### src/rtl/blur_line_scheduler_if.sv
// rtl/blur_line_scheduler_if.sv - pixel handshake and line-buffer control bundle for blur_line_scheduler
//
// master: camera/control side (drives frame_start, in_valid, kernel_sel)
// slave : scheduler side (drives in_ready, blur_toggle, buf_addr, buf_wren,
//         row, col, out_valid, frame_busy, frame_done, overrun)
interface blur_line_scheduler_if #(
    parameter int ADDR_W = 13
);
    logic              frame_start;
    logic              in_valid;
    logic              in_ready;
    logic              kernel_sel;
    logic              blur_toggle;
    logic [ADDR_W-1:0] buf_addr;
    logic              buf_wren;
    logic [ADDR_W-1:0] row;
    logic [ADDR_W-1:0] col;
    logic              out_valid;
    logic              frame_busy;
    logic              frame_done;
    logic              overrun;

    modport master (
        output frame_start, in_valid, kernel_sel,
        input  in_ready, blur_toggle, buf_addr, buf_wren, row, col,
               out_valid, frame_busy, frame_done, overrun
    );

    modport slave (
        input  frame_start, in_valid, kernel_sel,
        output in_ready, blur_toggle, buf_addr, buf_wren, row, col,
               out_valid, frame_busy, frame_done, overrun
    );
endinterface

### src/rtl/blur_line_scheduler.sv
// rtl/blur_line_scheduler.sv - paces camera pixels through the convolve / write-back blur pipeline
//
// clk, rst_n : clock, asynchronous active-low reset
// bus        : blur_line_scheduler_if.slave (pixel handshake, kernel select,
//              line-buffer address/write enable, window-valid flag, frame status)
module blur_line_scheduler #(
    parameter int WIDTH  = 640,
    parameter int HEIGHT = 480,
    parameter int ADDR_W = 13,
    parameter int H_LAT  = 5
) (
    input  logic                 clk,
    input  logic                 rst_n,
    blur_line_scheduler_if.slave bus
);

    localparam logic [ADDR_W-1:0] COL_LAST   = ADDR_W'(WIDTH - 1);
    localparam logic [ADDR_W-1:0] ROW_LAST   = ADDR_W'(HEIGHT - 1);
    localparam logic [ADDR_W-1:0] COL_MIN    = ADDR_W'(H_LAT);
    localparam logic [ADDR_W-1:0] ROW_MIN_5  = ADDR_W'(4);
    localparam logic [ADDR_W-1:0] ROW_MIN_11 = ADDR_W'(10);

    typedef enum logic [1:0] {
        ST_IDLE,
        ST_ACCEPT,
        ST_COMMIT,
        ST_DONE
    } state_t;

    state_t            state_q, state_d;
    logic [ADDR_W-1:0] row_q, row_d;
    logic [ADDR_W-1:0] col_q, col_d;
    logic              toggle_q, toggle_d;
    logic              busy_q, busy_d;
    logic              overrun_q, overrun_d;

    logic restart;
    logic window_full;

    // A frame_start outside IDLE abandons the current frame and begins a new one.
    assign restart = bus.frame_start && (state_q != ST_IDLE);

    // Vertical window needs K-1 prior lines, horizontal needs H_LAT prior pixels.
    assign window_full = (row_q >= (toggle_q ? ROW_MIN_11 : ROW_MIN_5)) && (col_q >= COL_MIN);

    always_comb begin
        state_d   = state_q;
        row_d     = row_q;
        col_d     = col_q;
        toggle_d  = toggle_q;
        busy_d    = busy_q;
        overrun_d = overrun_q;

        case (state_q)
            ST_IDLE: begin
                if (bus.frame_start) begin
                    toggle_d = bus.kernel_sel;
                    row_d    = '0;
                    col_d    = '0;
                    busy_d   = 1'b1;
                    state_d  = ST_ACCEPT;
                end
            end
            ST_ACCEPT: begin
                if (bus.in_valid) begin
                    state_d = ST_COMMIT;
                end
            end
            ST_COMMIT: begin
                if (col_q == COL_LAST) begin
                    col_d = '0;
                    row_d = row_q + 1'b1;
                end else begin
                    col_d = col_q + 1'b1;
                end
                if ((row_q == ROW_LAST) && (col_q == COL_LAST)) begin
                    // busy drops together with the frame_done pulse
                    busy_d  = 1'b0;
                    state_d = ST_DONE;
                end else begin
                    state_d = ST_ACCEPT;
                end
            end
            ST_DONE: begin
                busy_d  = 1'b0;
                row_d   = '0;
                col_d   = '0;
                state_d = ST_IDLE;
            end
            default: state_d = ST_IDLE;
        endcase

        if (restart) begin
            overrun_d = 1'b1;
            row_d     = '0;
            col_d     = '0;
            toggle_d  = bus.kernel_sel;
            busy_d    = 1'b1;
            state_d   = ST_ACCEPT;
        end
    end

    always_ff @(posedge clk or negedge rst_n) begin
        if (!rst_n) begin
            state_q   <= ST_IDLE;
            row_q     <= '0;
            col_q     <= '0;
            toggle_q  <= 1'b0;
            busy_q    <= 1'b0;
            overrun_q <= 1'b0;
        end else begin
            state_q   <= state_d;
            row_q     <= row_d;
            col_q     <= col_d;
            toggle_q  <= toggle_d;
            busy_q    <= busy_d;
            overrun_q <= overrun_d;
        end
    end

    // Strobes decode straight from the state register; a restart in the same
    // cycle masks the write-back and done pulse of the abandoned frame.
    assign bus.in_ready    = (state_q == ST_ACCEPT);
    assign bus.buf_wren    = (state_q == ST_COMMIT) && !bus.frame_start;
    assign bus.out_valid   = (state_q == ST_COMMIT) && !bus.frame_start && window_full;
    assign bus.frame_done  = (state_q == ST_DONE) && !bus.frame_start;
    assign bus.buf_addr    = col_q;
    assign bus.row         = row_q;
    assign bus.col         = col_q;
    assign bus.blur_toggle = toggle_q;
    assign bus.frame_busy  = busy_q;
    assign bus.overrun     = overrun_q;

endmodule

### src/flat_wrapper.sv
// flat-port wrapper written by rule: the top's interface ports become plain ports
module blur_line_scheduler_flat 
#(
    parameter int WIDTH  = 640,
    parameter int HEIGHT = 480,
    parameter int ADDR_W = 13,
    parameter int H_LAT  = 5
)
  (clk, rst_n, bus_frame_start, bus_in_valid, bus_kernel_sel, bus_in_ready, bus_blur_toggle, bus_buf_addr, bus_buf_wren, bus_row, bus_col, bus_out_valid, bus_frame_busy, bus_frame_done, bus_overrun);
  blur_line_scheduler_if #(.ADDR_W(ADDR_W)) bus_i ();
  input  logic clk;
  input  logic rst_n;
  input wire logic [$bits(bus_i.frame_start)-1:0] bus_frame_start;
  input wire logic [$bits(bus_i.in_valid)-1:0] bus_in_valid;
  input wire logic [$bits(bus_i.kernel_sel)-1:0] bus_kernel_sel;
  output wire logic [$bits(bus_i.in_ready)-1:0] bus_in_ready;
  output wire logic [$bits(bus_i.blur_toggle)-1:0] bus_blur_toggle;
  output wire logic [$bits(bus_i.buf_addr)-1:0] bus_buf_addr;
  output wire logic [$bits(bus_i.buf_wren)-1:0] bus_buf_wren;
  output wire logic [$bits(bus_i.row)-1:0] bus_row;
  output wire logic [$bits(bus_i.col)-1:0] bus_col;
  output wire logic [$bits(bus_i.out_valid)-1:0] bus_out_valid;
  output wire logic [$bits(bus_i.frame_busy)-1:0] bus_frame_busy;
  output wire logic [$bits(bus_i.frame_done)-1:0] bus_frame_done;
  output wire logic [$bits(bus_i.overrun)-1:0] bus_overrun;
  assign bus_i.frame_start = bus_frame_start;
  assign bus_i.in_valid = bus_in_valid;
  assign bus_i.kernel_sel = bus_kernel_sel;
  assign bus_in_ready = bus_i.in_ready;
  assign bus_blur_toggle = bus_i.blur_toggle;
  assign bus_buf_addr = bus_i.buf_addr;
  assign bus_buf_wren = bus_i.buf_wren;
  assign bus_row = bus_i.row;
  assign bus_col = bus_i.col;
  assign bus_out_valid = bus_i.out_valid;
  assign bus_frame_busy = bus_i.frame_busy;
  assign bus_frame_done = bus_i.frame_done;
  assign bus_overrun = bus_i.overrun;
  blur_line_scheduler #(.WIDTH(WIDTH), .HEIGHT(HEIGHT), .ADDR_W(ADDR_W), .H_LAT(H_LAT)) u_core (.clk(clk), .rst_n(rst_n), .bus(bus_i));
endmodule
### config.mk
export PLATFORM = sky130hd
export DESIGN_NAME = blur_line_scheduler_flat
export DESIGN_NICKNAME = d
export VERILOG_FILES = /design/src/rtl/blur_line_scheduler_if.sv /design/src/rtl/blur_line_scheduler.sv /design/src/flat_wrapper.sv
export SDC_FILE = /design/constraint.sdc
export NUM_CORES = 1
export LEC_CHECK = 0
export CELL_PAD_IN_SITES_DETAIL_PLACEMENT = 0
export CELL_PAD_IN_SITES_GLOBAL_PLACEMENT = 1
export CORE_MARGIN = 10
export CORE_UTILIZATION = 30
export CTS_BUF_LIST = sky130_fd_sc_hd__clkbuf_16
export CTS_CLUSTER_DIAMETER = 50
export CTS_CLUSTER_SIZE = 20
export DETAILED_ROUTE_END_ITERATION = 8
export GPL_ROUTABILITY_DRIVEN = 0
export GPL_TIMING_DRIVEN = 0
export PLACE_DENSITY = 0.78
export SLEW_MARGIN = 20
export SYNTH_ARGS = -nofsm -noshare
export SYNTH_HDL_FRONTEND = slang
export SYNTH_SLANG_ARGS = --single-unit
### constraint.sdc
create_clock -name clk -period 3.9 [get_ports clk]
set_clock_uncertainty 0.15 [all_clocks]
set_input_delay 0.78 -clock clk [delete_from_list [all_inputs] [get_ports clk]]
set_output_delay 0.78 -clock clk [all_outputs]
set_load 0.05 [all_outputs]
==> insert_results.sql, run 1 <==
INSERT INTO impl_metrics (metric_group, metric, value, unit) VALUES
('grt', 'grt_use_met1', '15.8', '%'),
('placement', 'dpl.cell_count', '404', ''),
('clock_network', 'holdBufCountCts', '0', ''),
('grt', 'via_count_of_the_first_global_routing_pass', '2220', ''),
('worst_hold_path', 'worstHoldPathType', 'in2async', ''),
('placement', 'port-buffer-count', '50', ''),
('timing', 'fin_worst_hold_slack', '0.282', 'ns'),
('clock_network', 'cts_resized', '0', ''),
('timing', 'clock.fmax', '0.290', 'GHz'),
('floorplan', 'placement_rows', '31', ''),
('synthesis', 'synth-seq-cells', '31', ''),
('grt', 'globalRouteOverflowTotal', '0', ''),
('timing', 'finalWorstPathRequiredPeriod', '3.45', 'ns'),
('worst_setup_path', 'cp_data_required_time', '2.97', 'ns'),
('grt', 'grt-busiest-layer', 'met2', ''),
('run_status', 'outcome', 'complete, no violations', ''),
('timing', 'final_setup_violation_count', '0', ''),
('detailed_routing', 'drc', '0', ''),
('clock_network', 'root_buffer', 'sky130_fd_sc_hd__clkbuf_16', ''),
('detailed_routing', 'antenna_violating_nets_post_route', '0', ''),
('cells_and_area', 'antenna_cells', '0', ''),
('timing', 'final_slew_viol_count', '0', ''),
('synthesis', 'share_of_the_synthesized_area_in_the_top_cell_type', '34.8', '%'),
('cells_and_area', 'post_route_cells_drive_above_1_share', '11.5', '%'),
('power_and_ir_drop', 'power.density', '431', 'nW/um^2'),
('synthesis', 'syn_area', '2230', 'um^2'),
('synthesis', 'synth.yosys.seq_area_share', '34.8', '%'),
('worst_setup_path', 'cp-end-kind', 'output pin', ''),
('grt', 'wire_length_of_the_first_global_routing_pass', '11.7', 'mm'),
('timing', 'final.setup.tns', '0', 'ns'),
('clock_network', 'clock_latency', '0.27', 'ns'),
('timing', 'timing_worst_slew_pin_value', '0.856', 'ns'),
('floorplan', 'die_height', '106', 'um'),
('timing', 'min_period_over_period', '88.5', '%'),
('job', 'maxCapViolations', '0', ''),
('timing', 'unrepaired_setup_endpoints_after_global_routing', 'no', ''),
('grt', 'pin_count_of_the_biggest_net_entering_global_routing', '18', ''),
('floorplan', 'die-area', '11300', 'um^2'),
('floorplan', 'pin_count', '51', ''),
('floorplan', 'core_region_area', '7250', 'um^2'),
('floorplan', 'initial_core_util', '30.7', '%'),
('worst_setup_path', 'worst_setup_path_start_kind', 'register', ''),
('synthesis', 'synth_most_common_cell', 'sky130_fd_sc_hd__dfrtp_1', ''),
('worst_setup_path', 'timing.rr.end', 'u_core.bus.buf_addr[5]', ''),
('worst_setup_path', 'timing_worst_setup_path_type', 'reg2out', ''),
('timing', 'max_slew_margin', '42.8', '%'),
('grt', 'grtUsageMet3', '4.35', '%'),
('clock_network', 'clock_sink_count', '31', ''),
('floorplan', 'die_x', '106', 'um'),
('grt', 'number_of_antenna_violations_at_the_first_check_in_global_routing', '0', ''),
('grt', 'grt_use_met2', '20.1', '%'),
('cells_and_area', 'finalNonFillerCells', '411', ''),
('power_and_ir_drop', 'power.leakage', '1.24', 'nW'),
('cells_and_area', 'numnets_final', '327', ''),
('detailed_routing', 'drt-initial-drc-count', '154', ''),
('clock_network', 'htreeDepth', '2', ''),
('synthesis', 'synthTopCellsByArea', 'sky130_fd_sc_hd__dfrtp_1, sky130_fd_sc_hd__ha_1, sky130_fd_sc_hd__buf_4', ''),
('worst_setup_path', 'crit_fanout', '9', ''),
('cells_and_area', 'flow.area_growth_from_synthesis', '35.2', '%'),
('worst_setup_path', 'startpoint', 'u_core.state_q[0]', ''),
('synthesis', 'avgSynthCellArea', '8.77', 'um^2'),
('clock_network', 'numCtsBuffers', '5', ''),
('worst_setup_path', 'rr_worst_depth', '7', ''),
('power_and_ir_drop', 'total_power', '1.30', 'mW'),
('worst_setup_path', 'r2r_start', 'u_core.state_q[0]', ''),
('timing', 'timing_hold_violations_final', '0', ''),
('detailed_routing', 'firstDrtPassIters', '4', ''),
('synthesis', 'ys_top_cells_by_count', 'sky130_fd_sc_hd__dfrtp_1, sky130_fd_sc_hd__nand2_1, sky130_fd_sc_hd__nand3_1', ''),
('detailed_routing', 'routed_wire_length_per_instance', '17.3', 'um'),
('grt', 'global_route.usage.total', '12.5', '%'),
('synthesis', 'syn_inst', '254', '');
## placed cells by master (no fill, tap or decap), types with 5 or more instances in the layout
cell	synthesis	final
sky130_fd_sc_hd__a21oi_1	9	9
sky130_fd_sc_hd__a31oi_1	9	9
sky130_fd_sc_hd__and4_1	5	5
sky130_fd_sc_hd__buf_2	5	6
sky130_fd_sc_hd__buf_4	14	14
sky130_fd_sc_hd__clkbuf_16	0	5
sky130_fd_sc_hd__clkdlybuf4s50_1	0	48
sky130_fd_sc_hd__dfrtp_1	31	31
sky130_fd_sc_hd__ha_1	10	10
sky130_fd_sc_hd__inv_1	13	13
sky130_fd_sc_hd__nand2_1	21	21
sky130_fd_sc_hd__nand3_1	15	15
sky130_fd_sc_hd__nand4_1	10	10
sky130_fd_sc_hd__nor2_1	8	8
sky130_fd_sc_hd__nor3_1	6	6
sky130_fd_sc_hd__o211ai_1	6	6
sky130_fd_sc_hd__o21ai_0	14	14
sky130_fd_sc_hd__or3_1	5	5
sky130_fd_sc_hd__or4_1	6	6
## through the flow
stage | utilization, % | cell area, um^2 | setup slack [ns]
2_1_floorplan | - | 2230 | 0.257
3_3_place_gp | 39.3 | 2850 | 0.0579
3_5_place_dp | 39.6 | 2870 | 0.0836
4_1_cts | 41.5 | 3010 | 0.0669
5_1_grt | 41.5 | 3010 | 0.291
6_report | 41.5 | 3010 | 0.449
## cell families (layout without fill, tap and decap cells)
group                    Yosys count  in the layout  synth area share, %
AO/OA/AOI/OAI                     67             67                 20.7
adder cells (fa/ha/maj)           11             11                 6.07
multiplexers                       2              2                0.899
flip-flops                        31             31                 34.8
AND/OR/NAND/NOR                  105            105                 28.1
buffers and inverters             38             96                 9.38
## final cells by class
type / count / area (um^2)
multi-input cells: 185 / 1240
repair buffers: 51 / 526
clock inverters: 2 / 8.76
plain buffers: 24 / 156
well taps: 99 / 124
fillers: 728 / 4240
inverters: 14 / 52.6
clock buffers: 5 / 125
flip-flops and latches: 31 / 776
## layer usage
layer  routed length (um)  up-vias
li1                     -     1078
met1                 3200     1072
met2                 3240       71
met3                  604        9
met4                   66        0
met5                    0        -
## critical path, stage by stage, from the launching register on
cell,delay (ns)
sky130_fd_sc_hd__dfrtp_1,0.46
sky130_fd_sc_hd__inv_1,0.13
sky130_fd_sc_hd__ha_1,0.20
sky130_fd_sc_hd__clkinv_1,0.27
sky130_fd_sc_hd__nor2_1,0.30
sky130_fd_sc_hd__o21ai_0,0.20
sky130_fd_sc_hd__a41oi_1,0.22
sky130_fd_sc_hd__dlymetal6s2s_1,0.46
## worst min path at each step
stage,start,to,slack [ns],depth (start not counted)
6_report,rst_n,u_core.bus.buf_addr[0],0.28,1
5_1_grt,rst_n,u_core.bus.buf_addr[5],0.31,1
4_1_cts,rst_n,u_core.bus.buf_addr[5],0.29,1
3_5_place_dp,u_core.bus.overrun,u_core.bus.overrun,0.31,1
3_3_place_gp,u_core.bus.overrun,u_core.bus.overrun,0.30,1
2_1_floorplan,rst_n,u_core.bus.blur_toggle,0.33,0
## where the power goes
part / switching (mW) / leakage [nW] / internal (mW)
logic: 0.380 / 0.753 / 0.177
registers: 0.0345 / 0.417 / 0.341
clock network: 0.137 / 0.0671 / 0.229
total: 0.551 / 1.24 / 0.747
## flip-flops by register name (all words and copies together) (netlist names)
name                    cells
u_core.bus.buf_addr        13
u_core.bus.frame_busy       1
u_core.bus.blur_toggle      1
u_core.bus.row             13
u_core.bus.overrun          1
u_core.state_q              2
(Power assumes the default switching activity.)
==> run 2, diff against run 1 <==
CORE_ASPECT_RATIO = 1.25   (was default)
==> run 2 against run 1 <==
Against the previous run: worst hold slack worse by 0.0019 ns; power is 0.82% lower; combinational power is 2% lower; maximum frequency is 1.7% higher; clock-buffer cell count stayed put; worst setup slack better by 0.056 ns; critical path type is now in2out; largest cell class unchanged.
==> insert_results.sql, run 2 (synthesis gave the netlist of run 1 again) <==
INSERT INTO impl_metrics (metric_group, metric, value, unit) VALUES
('timing', 'final.setup.tns', '0', 'ns'),
('worst_setup_path', 'worst_setup_path_start_kind', 'input port', ''),
('worst_setup_path', 'startpoint', 'bus_frame_start', ''),
('worst_setup_path', 'worstPathArrival', '2.46', 'ns'),
('run_status', 'outcome', 'complete, no violations', ''),
('cells_and_area', 'layout_common_cells', 'sky130_fd_sc_hd__clkdlybuf4s50_1, sky130_fd_sc_hd__dfrtp_1, sky130_fd_sc_hd__nand2_1', ''),
('cells_and_area', 'flow.area_growth_from_synthesis', '34.9', '%'),
('worst_setup_path', 'cp-endpoint', 'bus_out_valid', ''),
('power_and_ir_drop', 'total_power', '1.29', 'mW'),
('worst_setup_path', 'worst-path-stages', '6', ''),
('cells_and_area', 'finalNonFillerCells', '405', ''),
('clock_network', 'clock_latency', '0.28', 'ns'),
('cells_and_area', 'sequential_cell_area', '776', 'um^2'),
('cells_and_area', 'postLayoutCoreUtil', '41.1', '%'),
('timing', 'clock.fmax', '0.295', 'GHz'),
('clock_network', 'numCtsBuffers', '5', ''),
('timing', 'timing_hold_violations_final', '0', ''),
('timing', 'timing_worst_slew_pin_value', '0.814', 'ns'),
('timing', 'fin_worst_hold_slack', '0.280', 'ns'),
('grt', 'globalRouteOverflowTotal', '0', ''),
('power_and_ir_drop', 'power.density', '429', 'nW/um^2'),
('detailed_routing', 'm1WireLength', '2.94', 'mm'),
('timing', 'finalWorstPathRequiredPeriod', '3.39', 'ns'),
('cells_and_area', 'multiInputGateArea', '1240', 'um^2'),
('clock_network', 'htreeDepth', '2', ''),
('grt', 'global_route.usage.total', '12.0', '%'),
('power_and_ir_drop', 'power.leakage', '1.24', 'nW'),
('detailed_routing', 'drt-initial-drc-count', '104', ''),
('detailed_routing', 'routed_via_density', '5.35', ''),
('floorplan', 'initial_core_util', '30.5', '%'),
('grt', 'number_of_antenna_violations_at_the_first_check_in_global_routing', '0', ''),
('worst_setup_path', 'path_delay_family', 'buffers and inverters', ''),
('detailed_routing', 'firstDrtPassIters', '4', ''),
('timing', 'unrepaired_setup_endpoints_after_global_routing', 'no', ''),
('placement', 'dpl.cell_count', '397', ''),
('floorplan', 'placement_rows', '35', ''),
('worst_setup_path', 'cp-end-kind', 'output pin', ''),
('detailed_routing', 'drc', '0', ''),
('detailed_routing', 'top_metal_used', 'met4', ''),
('clock_network', 'clock_slew_at_reported_path_ffs', '0.05', 'ns'),
('worst_setup_path', 'cp_num_buf_inv', '3', ''),
('cells_and_area', 'antenna_cells', '0', ''),
('detailed_routing', 'vias', '2167', ''),
('grt', 'pin_count_of_the_biggest_net_entering_global_routing', '18', ''),
('cells_and_area', 'numnets_final', '327', ''),
('grt', 'wire_length_of_the_first_global_routing_pass', '11.2', 'mm'),
('worst_setup_path', 'timing.rr.end', 'u_core.bus.buf_addr[11]', ''),
('floorplan', 'core_region_area', '7310', 'um^2'),
('floorplan', 'die-area', '11300', 'um^2'),
('clock_network', 'clock_tree_from_tritoncts', 'built', ''),
('placement', 'placement.setup.worst_slack', '0.129', 'ns'),
('timing', 'final_setup_violation_count', '0', ''),
('clock_network', 'root_buffer', 'sky130_fd_sc_hd__clkbuf_16', ''),
('worst_setup_path', 'crit_fanout', '10', ''),
('grt', 'via_count_of_the_first_global_routing_pass', '2195', ''),
('cells_and_area', 'post_route_cells_drive_above_1_share', '11.2', '%'),
('clock_network', 'holdBufCountCts', '0', ''),
('worst_setup_path', 'r2r_start', 'u_core.state_q[0]', ''),
('job', 'maxCapViolations', '0', ''),
('placement', 'postPlaceCellArea', '2870', 'um^2'),
('detailed_routing', 'totalWireLength', '6.74', 'mm'),
('worst_setup_path', 'cp_data_required_time', '2.97', 'ns'),
('floorplan', 'die_x', '97.1', 'um'),
('cells_and_area', 'layout.cells.most_common', 'sky130_fd_sc_hd__clkdlybuf4s50_1', ''),
('detailed_routing', 'routed_wire_length_per_instance', '16.6', 'um'),
('floorplan', 'pin_count', '51', ''),
('clock_network', 'clock_sink_count', '31', ''),
('worst_setup_path', 'timing_worst_setup_path_type', 'in2out', ''),
('placement', 'detailed_place_hpwl', '5.13', 'mm'),
('floorplan', 'die_height', '116', 'um'),
('detailed_routing', 'detailroute.wirelength.met2', '3.24', 'mm'),
('worst_setup_path', 'rr_worst_depth', '7', ''),
('worst_setup_path', 'crit_slowest_cell', 'sky130_fd_sc_hd__dlymetal6s2s_1', ''),
('cells_and_area', 'fill_cells', '724', ''),
('power_and_ir_drop', 'vdd.ir_drop.worst', '0.000248', 'V'),
('timing', 'final_slew_viol_count', '0', ''),
('timing', 'finalWorstSetupSlack', '0.506', 'ns'),
('detailed_routing', 'routed-wl-met3', '460', 'um'),
('timing', 'max_slew_margin', '45.6', '%'),
('worst_setup_path', 'r2r_slack', '1.28', 'ns'),
('cells_and_area', 'post-route-cell-area', '3000', 'um^2'),
('worst_hold_path', 'worstHoldPathType', 'in2async', ''),
('worst_setup_path', 'worst_path_cell_trace', 'clkdlybuf4s50_1 > buf_2 > nor2_1 > o21ai_0 > a41oi_1 > dlymetal6s2s_1', ''),
('timing', 'min_period_over_period', '87.0', '%'),
('clock_network', 'max-clock-path-buffers', '2', ''),
('worst_setup_path', 'crit_path_max_incr_delay', '0.45', 'ns'),
('detailed_routing', 'antenna_violating_nets_post_route', '0', ''),
('placement', 'port-buffer-count', '50', '');
## run 2: changes by cell type in the layout (fill, tap and decap cells not counted)
cell / previous run / this run
sky130_fd_sc_hd__clkinv_1: 2 / 3
sky130_fd_sc_hd__clkinv_2: 1 / 0
sky130_fd_sc_hd__inv_1: 13 / 14
## run 2: worst reg2reg max path, stage by stage, from the launching register on
cell and delay, ns:
sky130_fd_sc_hd__dfrtp_1 0.46, sky130_fd_sc_hd__inv_1 0.13, sky130_fd_sc_hd__ha_1 0.20, sky130_fd_sc_hd__clkinv_1 0.27
sky130_fd_sc_hd__nor2_1 0.53, sky130_fd_sc_hd__clkbuf_1 0.48, sky130_fd_sc_hd__nand3b_1 0.14, sky130_fd_sc_hd__a31oi_1 0.18
## run 2: layout make-up
cell class              count  share of cell area [%]
plain buffers              24                    5.21
clock buffers               5                    4.16
clock inverters             3                   0.375
inverters                  14                    1.75
multi-input cells         185                    41.4
flip-flops and latches     31                    25.8
well taps                  92                    3.83
repair buffers             51                    17.5
## run 2: where the power goes
part	switching, mW	internal [mW]
clock	0.137	0.229
sequential	0.0334	0.341
combinational	0.370	0.177
## run 2: metal layers
| layer | up-vias | track usage (%) |
|---|---|---|
| met2 | 64 | 19.7 |
| met4 | 0 | 4.83 |
| met1 | 1014 | 14.4 |
| met3 | 8 | 3.61 |
| li1 | 1081 | - |
| met5 | - | 0 |
## run 2: what timing repair did
action / 4_1_cts / 5_1_grt
buffers inserted: 0 / 0
setup endpoints to repair: 0 / 1
gates resized for setup: 0 / 1
## run 2: worst min path at each step
| stage | from | end | cells after the start | slack, ns |
|---|---|---|---|---|
| after detailed placement | u_core.bus.overrun | u_core.bus.overrun | 1 | 0.31 |
| final | rst_n | u_core.bus.buf_addr[9] | 1 | 0.28 |
| after global routing | rst_n | u_core.bus.buf_addr[9] | 1 | 0.31 |
| after CTS | rst_n | u_core.bus.buf_addr[9] | 1 | 0.29 |
| after global placement | u_core.bus.overrun | u_core.bus.overrun | 1 | 0.30 |
| after floorplan | rst_n | u_core.bus.blur_toggle | 0 | 0.33 |
==> patch, RTL diff (flow settings as in run 2) <==
Make the reset (`rst_n`) synchronous in one clocked block. Comments in the files are not updated.
--- a/src/rtl/blur_line_scheduler.sv
+++ b/src/rtl/blur_line_scheduler.sv
@@ -100,7 +100,7 @@
         end
     end
 
-    always_ff @(posedge clk or negedge rst_n) begin
+    always_ff @(posedge clk) begin
         if (!rst_n) begin
             state_q   <= ST_IDLE;
             row_q     <= '0;
Formal check against the unedited RTL: differs if rst_n is asserted again (counterexample within 4 cycles, from zero or initial values and one cycle with rst_n low); with rst_n held inactive, the same outputs for 10 cycles.
==> patch against run 2 <==
  * Non-clock buffer count fell by 8
  * Synthesized area is 20% lower
  * Final area fell by 17%
  * Routed wire length fell by 27%
  * Sequential cell count is the same
  * Setup slack worse by 300 ps
  * Critical path type is now register to output pin
Power is not compared: it rests on default switching activity, and its combinational part moved more than twofold at a synthesized area within 25%.
==> patch: results (changes against run 2) <==
- Worst flop-to-flop path endpoint: u_core.state_q[1]
- Flop2flop setup slack: 1170 ps (-110 ps)
- Filler instances: 584 (-19%)
- Yosys cell types: 40 (-27%)
- Top post-synthesis cells by area: dfxtp_1 (35%), ha_1 (7.0%), nor2_1 (5.7%)
- Crit path max-delay cell type: clkdlybuf4s50_1
- Setup Slack @ Placement: 476 ps (+347 ps)
- Top delay family on crit path: compound AO/OA/AOI/OAI gates
- Switching part of the total: 0.299
- Setup Buffers After CTS: 0 (unchanged)
- Critical path's largest stage delay: 740 ps (+290 ps)
- Synth async-reset ratio: 0 (-1.00)
- Clock latency on the worst-skew pair: 270 ps
- Synth Flop Type: dfxtp_1
- Drt initial violations: 72 (-31%)
- Worst-Margin Slew: 747 ps (-66.8 ps)
- Layout cells sized above 1: 0.0882 (-0.0236)
- Seq power: 0.341 mW
- Worst hold endpoint: u_core.bus.overrun
- Post-Syn Area per Cell: 8.23 um2 (-6.1%)
- Worst-path fanout max: 5 (-5)
- Post-Layout Cell Count: 338 (-17%)
- Drt first pass iters: 4 (unchanged)
- Worst-case reg-to-reg path depth: 5 (-2)
- Reg-to-Reg Start: u_core.bus.buf_addr[7]
- Largest net degree at the start of global routing: 11 (-7)
- Ant. Diodes: 0 (unchanged)
- Peak supply drop: 0.000130 V
- # H-tree levels: 2 (unchanged)
- Port bufs: 49 (-2.0%)
- Synthesized Nets: 232 (-14%)
- First-pass GRT wire length: 8000 um (-28%)
- CTS tree: yes
- Total track usage: 0.104 (-0.0160)
- Via density: 5.08 (-5.0%)
- Root Buffer: clkbuf_16
- Post-DP HPWL: 3830 um (-25%)
- Post_cts resized: 0 (unchanged)
- Inst Count DP: 332 (-16%)
- TritonCTS buffer count: 5 (unchanged)
- Power Clock: 0.351 mW
- Clock buffer depth: 2 (unchanged)
- Arr. time, crit path: 2760 ps (+300 ps)
- Final #Nets: 288 (-12%)
- Sequential share of the synthesized area: 0.347 (-0.000976)
- Run status: complete, no violations
- Post-synth top area share: 0.347 (-0.000976)
- WL per Instance: 14.5 um (-13%)
- Hold/Removal Path Class: register to register
- Static leakage: 0.919 nW
- Hold path start: u_core.bus.overrun
- Synth top cells by count: dfxtp_1 (31), nor2_1 (27), buf_4 (13)
patch: area by class of cell:
| class | instances | share of cell area |
|---|---|---|
| clock buffer | 5 | 0.0502 |
| inverter | 12 | 0.0181 |
| clock inverter | 1 | 0.00150 |
| timing repair buffer | 49 | 0.197 |
| buffer | 18 | 0.0466 |
| tap | 66 | 0.0331 |
| sequential | 31 | 0.249 |
| multi-input combinational | 156 | 0.405 |
patch: how the worst max path moves through the flow:
stage | startpoint | endpoint | slack (ps) | depth (start not counted)
after detailed placement | u_core.bus.blur_toggle | bus_out_valid | 480 | 6
after global placement | u_core.bus.blur_toggle | bus_out_valid | 460 | 6
after global routing | u_core.bus.blur_toggle | bus_out_valid | 20 | 6
after CTS | u_core.bus.blur_toggle | bus_out_valid | 140 | 6
final | u_core.bus.row[1] | bus_out_valid | 210 | 8
after floorplan | u_core.bus.row[1] | bus_out_valid | 540 | 7
patch: routing by layer:
layer / track usage / vias up / share of wire
met1: 0.116 / 790 / 0.43
met4: 0.0319 / 0 / 0.016
met3: 0.0504 / 10 / 0.098
met5: 0 / - / 0
li1: - / 866 / -
met2: 0.170 / 52 / 0.46
patch: logic make-up after synthesis:
family	count (synthesis)	synth area share
simple gates	86	0.253
flops	31	0.347
fa+ha+maj	11	0.0756
compound gates	42	0.148
mux	3	0.0175
buf+inv	30	0.0903
xor+xnor	14	0.0686
patch: metrics by stage:
stage | cell area (um2) | power (mW) | hold slack (ps)
after floorplan | 1790 | 0.482 | 397
after global placement | 2370 | 0.537 | 296
final | 2490 | 0.881 | 304
after CTS | 2490 | 0.893 | 305
after detailed placement | 2370 | 0.539 | 297
after global routing | 2490 | 0.921 | 326
